**src/rtl/rvfi_dmem_window_check_pkg.sv**
```systemverilog
// Shared types and helpers for the RVFI data-memory window checker.
// word_index maps an access address onto the shadowed window.
package rvfi_check_pkg;

    typedef struct packed {
        logic       hit;
        logic [5:0] idx;
    } widx_t;

    function automatic int unsigned xlen_bytes(input int unsigned xlen);
        return xlen / 8;
    endfunction

    function automatic int unsigned widx_width(input int unsigned nwords);
        return (nwords > 1) ? $clog2(nwords) : 1;
    endfunction

    // Word distance is taken modulo 2^(xlen - log2(bytes)), so wrap-around lands far away and misses.
    function automatic widx_t word_index(input logic [63:0] addr, input logic [63:0] base,
                                         input int unsigned xlen, input int unsigned nwords);
        int unsigned sh;
        logic [63:0] diff;
        widx_t       r;
        sh     = (xlen == 64) ? 3 : 2;
        diff   = (addr >> sh) - (base >> sh);
        diff   = diff & ((64'd1 << (xlen - sh)) - 64'd1);
        r.hit  = (diff < 64'(nwords));
        r.idx  = diff[5:0];
        return r;
    endfunction

endpackage

```
**src/rtl/rvfi_dmem_window_check_lane.sv**
```systemverilog
// One retirement channel acting on one shadowed word: compare readable bytes,
// then apply the channel's write so later channels see it.
module rvfi_dmem_lane
    import rvfi_check_pkg::*;
#(
    parameter int unsigned XLEN = 32
) (
    input  logic                 i_en,
    input  logic [XLEN-1:0]      i_shadow,
    input  logic [XLEN/8-1:0]    i_written,
    input  logic [XLEN/8-1:0]    i_rmask,
    input  logic [XLEN/8-1:0]    i_wmask,
    input  logic [XLEN-1:0]      i_rdata,
    input  logic [XLEN-1:0]      i_wdata,
    output logic [XLEN-1:0]      o_shadow,
    output logic [XLEN/8-1:0]    o_written,
    output logic [XLEN/8-1:0]    o_mism,
    output logic [3:0]           o_cnt
);

    always_comb begin
        o_shadow  = i_shadow;
        o_written = i_written;
        o_mism    = '0;
        o_cnt     = '0;
        for (int unsigned i = 0; i < XLEN / 8; i++) begin
            // Compare uses the incoming shadow, so a same-channel write never masks a bad read.
            if (i_en && i_rmask[i] && i_written[i]) begin
                o_cnt = o_cnt + 4'd1;
                if (i_rdata[8*i +: 8] != i_shadow[8*i +: 8])
                    o_mism[i] = 1'b1;
            end
            if (i_en && i_wmask[i]) begin
                o_shadow[8*i +: 8] = i_wdata[8*i +: 8];
                o_written[i]       = 1'b1;
            end
        end
    end

endmodule

```
**src/rtl/rvfi_dmem_window_check.sv**
```systemverilog
// RVFI data-memory consistency checker over a window of NWORDS shadowed words.
// Reports the first load/shadow mismatch since reset on registered outputs.
module rvfi_dmem_window_check
    import rvfi_check_pkg::*;
#(
    parameter int unsigned XLEN      = 32,
    parameter int unsigned NRET      = 1,
    parameter int unsigned NWORDS    = 4,
    parameter bit          ASSERT_EN = 1'b1
) (
    input  logic                     clk,
    input  logic                     resetn,
    input  logic [XLEN-1:0]          dmem_base,
    input  logic [NRET-1:0]          rvfi_valid,
    input  logic [NRET*64-1:0]       rvfi_order,
    input  logic [NRET-1:0]          rvfi_trap,
    input  logic [NRET*XLEN-1:0]     rvfi_mem_addr,
    input  logic [NRET*XLEN/8-1:0]   rvfi_mem_rmask,
    input  logic [NRET*XLEN/8-1:0]   rvfi_mem_wmask,
    input  logic [NRET*XLEN-1:0]     rvfi_mem_rdata,
    input  logic [NRET*XLEN-1:0]     rvfi_mem_wdata,
    output logic                     err,
    output logic                     err_valid,
    output logic [63:0]              err_order,
    output logic [5:0]               err_word,
    output logic [2:0]               err_byte,
    output logic [31:0]              check_count
);

    localparam int unsigned NB = xlen_bytes(XLEN);

    logic [XLEN-1:0] r_shadow  [NWORDS];
    logic [NB-1:0]   r_written [NWORDS];
    logic            r_err;
    logic            r_err_valid;
    logic [63:0]     r_err_order;
    logic [5:0]      r_err_word;
    logic [2:0]      r_err_byte;
    logic [31:0]     r_cnt;

    widx_t           w_wi   [NRET];
    logic            w_en   [NWORDS][NRET];
    logic [XLEN-1:0] w_sh   [NWORDS][NRET+1];
    logic [NB-1:0]   w_wr   [NWORDS][NRET+1];
    logic [NB-1:0]   w_mism [NWORDS][NRET];
    logic [3:0]      w_cnt  [NWORDS][NRET];

    logic            w_any;
    logic [63:0]     w_f_order;
    logic [5:0]      w_f_word;
    logic [2:0]      w_f_byte;
    logic [31:0]     w_sum;
    logic [32:0]     w_cnt_next;
    logic [NB-1:0]   w_ch_mism;

    always_comb begin
        for (int unsigned k = 0; k < NRET; k++) begin
            w_wi[k] = word_index(64'(rvfi_mem_addr[k*XLEN +: XLEN]), 64'(dmem_base), XLEN, NWORDS);
        end
        for (int unsigned w = 0; w < NWORDS; w++) begin
            for (int unsigned k = 0; k < NRET; k++) begin
                w_en[w][k] = rvfi_valid[k] && !rvfi_trap[k] && w_wi[k].hit && (w_wi[k].idx == 6'(w));
            end
        end
    end

    // Each word is a chain of NRET lane stages; stage k sees the writes of stages 0..k-1.
    for (genvar w = 0; w < NWORDS; w++) begin : g_word
        assign w_sh[w][0] = r_shadow[w];
        assign w_wr[w][0] = r_written[w];
        for (genvar k = 0; k < NRET; k++) begin : g_ch
            rvfi_dmem_lane #(.XLEN(XLEN)) u_lane (
                .i_en      (w_en[w][k]),
                .i_shadow  (w_sh[w][k]),
                .i_written (w_wr[w][k]),
                .i_rmask   (rvfi_mem_rmask[k*NB +: NB]),
                .i_wmask   (rvfi_mem_wmask[k*NB +: NB]),
                .i_rdata   (rvfi_mem_rdata[k*XLEN +: XLEN]),
                .i_wdata   (rvfi_mem_wdata[k*XLEN +: XLEN]),
                .o_shadow  (w_sh[w][k+1]),
                .o_written (w_wr[w][k+1]),
                .o_mism    (w_mism[w][k]),
                .o_cnt     (w_cnt[w][k])
            );
        end
    end

    always_comb begin
        w_any     = 1'b0;
        w_f_order = '0;
        w_f_word  = '0;
        w_f_byte  = '0;
        w_sum     = '0;
        w_ch_mism = '0;
        for (int unsigned k = 0; k < NRET; k++) begin
            w_ch_mism = '0;
            for (int unsigned w = 0; w < NWORDS; w++) begin
                w_sum     = w_sum + 32'(w_cnt[w][k]);
                w_ch_mism = w_ch_mism | w_mism[w][k];
            end
            for (int unsigned i = 0; i < NB; i++) begin
                if (!w_any && w_ch_mism[i]) begin
                    w_any     = 1'b1;
                    w_f_order = rvfi_order[k*64 +: 64];
                    w_f_word  = w_wi[k].idx;
                    w_f_byte  = 3'(i);
                end
            end
        end
        w_cnt_next = {1'b0, r_cnt} + {1'b0, w_sum};
    end

    // Shadow data carries no reset; the written bits alone decide what is compared.
    always_ff @(posedge clk) begin
        for (int unsigned w = 0; w < NWORDS; w++) begin
            r_shadow[w] <= w_sh[w][NRET];
        end
    end

    always_ff @(posedge clk or negedge resetn) begin
        if (!resetn) begin
            for (int unsigned w = 0; w < NWORDS; w++) begin
                r_written[w] <= '0;
            end
            r_err       <= 1'b0;
            r_err_valid <= 1'b0;
            r_err_order <= '0;
            r_err_word  <= '0;
            r_err_byte  <= '0;
            r_cnt       <= '0;
        end else begin
            for (int unsigned w = 0; w < NWORDS; w++) begin
                r_written[w] <= w_wr[w][NRET];
            end
            r_err_valid <= w_any && !r_err;
            if (w_any && !r_err) begin
                r_err       <= 1'b1;
                r_err_order <= w_f_order;
                r_err_word  <= w_f_word;
                r_err_byte  <= w_f_byte;
            end
            r_cnt <= w_cnt_next[32] ? '1 : w_cnt_next[31:0];
        end
    end

    if (ASSERT_EN) begin : g_assert
        a_no_mismatch: assert property (@(posedge clk) disable iff (!resetn) !w_any);
    end

    assign err         = r_err;
    assign err_valid   = r_err_valid;
    assign err_order   = r_err_order;
    assign err_word    = r_err_word;
    assign err_byte    = r_err_byte;
    assign check_count = r_cnt;

endmodule
```
**config.mk**
```make
export PLATFORM = sky130hd
export DESIGN_NAME = rvfi_dmem_window_check
export DESIGN_NICKNAME = d
export VERILOG_FILES = /design/src/rtl/rvfi_dmem_window_check_pkg.sv /design/src/rtl/rvfi_dmem_window_check_lane.sv /design/src/rtl/rvfi_dmem_window_check.sv
export SDC_FILE = /design/constraint.sdc
export NUM_CORES = 1
export LEC_CHECK = 0
export CAP_MARGIN = 10
export CORE_MARGIN = 5
export CORE_UTILIZATION = 52
export DETAILED_ROUTE_END_ITERATION = 6
export HOLD_SLACK_MARGIN = 0.03
export PLACE_DENSITY = 0.8
export SETUP_SLACK_MARGIN = 0.05
export SYNTH_ARGS = -nofsm -noshare
export SYNTH_HDL_FRONTEND = slang
export SYNTH_SLANG_ARGS = --single-unit
```
**constraint.sdc**
```tcl
create_clock -name clk -period 6.31 [get_ports clk]
set_input_delay 1.262 -clock clk [delete_from_list [all_inputs] [get_ports clk]]
set_output_delay 1.262 -clock clk [all_outputs]
set_load 0.05 [all_outputs]
```
==> flow_summary.json <==
{
  "portBuffers": 305,
  "status": "finished, violations left",
  "seq_area_sq_um": 6900,
  "m1WireLength_um": 18500,
  "wl_per_cell_um": 23.3,
  "dr.first_iter.drc_count": 1141,
  "io-pin-count": 311,
  "synthArstFlopShare": 0.488,
  "die_h_um": 175,
  "cts_tree": "built",
  "min_path_type": "reg -> reg",
  "crit_fanout": 7,
  "synth_largest_area_cell": "edfxtp_1",
  "hold_viol": 0,
  "maxSlewHeadroom": 0.272,
  "vias_per_cell": 5.90,
  "crit_slowest_cell": "or4b_4",
  "setup_viol": 32,
  "dr.max_layer_used": "met5",
  "cts_buffers": 28,
  "vdd_drop_max_v": 0.000288,
  "fin_nets": 2103,
  "clock-sinks": 250,
  "grt_pass1_vias": 13460,
  "start_kind": "primary input",
  "dr_wl_met2_um": 26600,
  "rsz0062_at_grt": "true",
  "worstSetupPathType": "in -> reg",
  "fin_worst_skew_ns": 0.0424,
  "drive_gt1_frac": 0.333,
  "critPathCaptureType": "flop",
  "yosys_warnings": 0,
  "final.fill_count": 1452,
  "grt_remaining_overflow": 0,
  "drv_cap": 0,
  "grt_max_degree": 85,
  "crit_required_ns": 6.76,
  "slowest_delay_ns": 0.59,
  "clkLatencyLatePin_ns": 0.58,
  "reg2regPathDepth": 25,
  "drc_errors": 0,
  "fmax_ghz": 0.112,
  "netlist_area_sq_um": 14200,
  "final_cell_mix": "buf_4 (270), clkdlybuf4s50_1 (268), edfxtp_1 (128)",
  "antenna_found_initial": 1,
  "path_clk_slew_ns": 0.06,
  "synth_seq_cells": 250,
  "ys_types": 73,
  "synthesis.instances": 1251,
  "gr-usage-all-layers": 0.294,
  "cp.arrival_ns": 9.38,
  "multi_input_area_sq_um": 7990,
  "finalWorstSetupSlack_ns": -2.62,
  "globalplace.congestion": 0.992,
  "layout_min_cycle_time_ns": 8.93,
  "dp_hpwl_um": 33300,
  "met3_length_um": 3780,
  "worstHoldPathCells": 1,
  "period_share": 1.41,
  "core_area_sq_um": 26900,
  "failed_checks": "negative setup slack",
  "routed_wl_um": 51200,
  "synthFlopType": "edfxtp_1",
  "final_cell_area_sq_um": 21800,
  "syn_to_final_growth_pct": 53.7,
  "clock_path_buffers": 3,
  "hold_buffers": 0,
  "vias": 12961,
  "synthTopCellsByArea": "edfxtp_1 (27%), dfrtp_1 (22%), mux2_4 (6.8%)",
  "syn_area_per_cell_sq_um": 11.3,
  "ys_seq_area_frac": 0.486,
  "die_x_um": 175,
  "placed_area_sq_um": 19500,
  "drv_slew": 0,
  "grt_pass1_wl_um": 72500,
  "dieArea_sq_um": 30700,
  "power.density_nw_per_um2": 213,
  "synth-edff-count": 128,
  "worstMarginPinSlew_ns": 1.09,
  "start_util": 0.528,
  "final_common_cell": "buf_4",
  "synth_top_area_share": 0.271,
  "drt_pass1_iterations": 6,
  "num_rows": 60,
  "power.leakage_nw": 9.38,
  "htreeDepth": 1,
  "final_util": 0.811,
  "cts-root-buf": "clkbuf_16",
  "antenna_left": 0
}
==> through the flow <==
stage	hold slack, ns	instances	setup slack, ns	setup TNS, ns	power, W
2_1_floorplan	0.429	1254	-2.54	-74.93	0.00233
3_3_place_gp	0.440	2083	-3.17	-98.91	0.00282
3_5_place_dp	0.448	2083	-3.41	-104.52	0.00285
4_1_cts	0.462	2175	-2.40	-74.60	0.00448
5_1_grt	0.486	2197	-2.78	-82.24	0.00479
6_report	0.462	2198	-2.62	-76.59	0.00465
==> worst paths after layout <==
kind | startpoint | endpoint | slack (ns)
max | dmem_base[2] | check_count[23]$_DFF_PN0_ | -2.62
min | r_written[13]$_DFFE_PN0P_ | r_written[13]$_DFFE_PN0P_ | 0.46
max reg2reg | r_written[14]$_DFFE_PN0P_ | check_count[23]$_DFF_PN0_ | 0.65
min reg2reg | r_written[13]$_DFFE_PN0P_ | r_written[13]$_DFFE_PN0P_ | 0.46
max in group asynchronous | resetn | err_byte[0]$_DFFE_PN0P_ | 4.22
min in group asynchronous | resetn | err_order[45]$_DFFE_PN0P_ | 0.89
==> sequential cells by signal, summed over array words and instances (netlist names) <==
signal and flops:
err_word 6, err_order 64, r_written 16, check_count 32, err_byte 2, err_valid 1
err 1, r_shadow 128
==> kinds of logic (layout without fill, tap and decap cells) <==
logic type,Yosys count,count (layout),share of synthesized area
AND/OR/NAND/NOR,362,363,0.132
flip-flops,250,250,0.486
AO/OA/AOI/OAI,201,201,0.0975
XOR/XNOR,176,176,0.109
buffers and inverters,121,722,0.0364
multiplexers,74,74,0.0748
adder cells (fa/ha/maj),65,65,0.0637
other,2,6,0.000529
==> per-layer routing <==
layer,global-route usage,vias to the layer above
li1,-,5716
met1,0.360,6325
met2,0.525,726
met3,0.0500,192
met4,0.107,2
met5,0,-
==> layout make-up <==
class,count,area share
Inverter,71,0.0127
Antenna cell,1,0.000115
Tap cell,341,0.0196
Timing Repair Buffer,599,0.246
Clock inverter,13,0.00448
Multi-Input combinational cell,884,0.367
Clock buffer,39,0.0345
Sequential cell,250,0.316
==> cells in the mapped netlist, types with 4 or more instances <==
| cell type | n |
|---|---|
| and2_1 | 16 |
| a31oi_1 | 11 |
| o21ai_0 | 33 |
| or4_1 | 12 |
| dfrtp_1 | 122 |
| xnor2_1 | 67 |
| nor3_1 | 25 |
| a21oi_1 | 42 |
| o32ai_1 | 4 |
| nor3b_1 | 4 |
| buf_6 | 7 |
| fa_1 | 12 |
| a211oi_1 | 8 |
| and3_1 | 11 |
| o21a_1 | 11 |
| nand2b_1 | 9 |
| nand4_1 | 34 |
| nand3_1 | 43 |
| mux2i_1 | 10 |
| nor4_1 | 39 |
| inv_1 | 71 |
| or3_1 | 10 |
| nand2_1 | 77 |
| nor2b_1 | 8 |
| a21o_1 | 23 |
| xor2_1 | 109 |
| clkbuf_1 | 38 |
| o41ai_1 | 4 |
| o21bai_1 | 6 |
| o211ai_1 | 10 |
| edfxtp_1 | 128 |
| mux2_4 | 64 |
| o2111ai_1 | 4 |
| ha_1 | 53 |
| nor2_1 | 61 |
| a31o_2 | 5 |
==> where the power goes <==
part	leakage [nW]	switching, W	total (W)	internal [W]
clock	0.413	0.000703	0.00154	0.000840
sequential	2.82	0.0000386	0.00179	0.00175
combinational	6.15	0.000692	0.00132	0.000626
==> worst max-delay path: cells and delay by family <==
| kind | cells | cell delay [ns] |
|---|---|---|
| buffers and inverters | 6 | 0.55 |
| xor gates and xnor gates | 3 | 0.55 |
| and+or+nand+nor | 9 | 2.71 |
| AOI/OAI and AO/OA | 9 | 1.46 |
| adders and majority gates | 8 | 2.85 |
==> timing repair <==
action | 4_1_cts | 5_1_grt
resized for setup | 173 | 133
setup endpoints to repair | 32 | 32
pin swaps | 70 | 71
gates cloned | 1 | 0
buffers inserted | 39 | 22
Power figures use the tool's default switching activity.
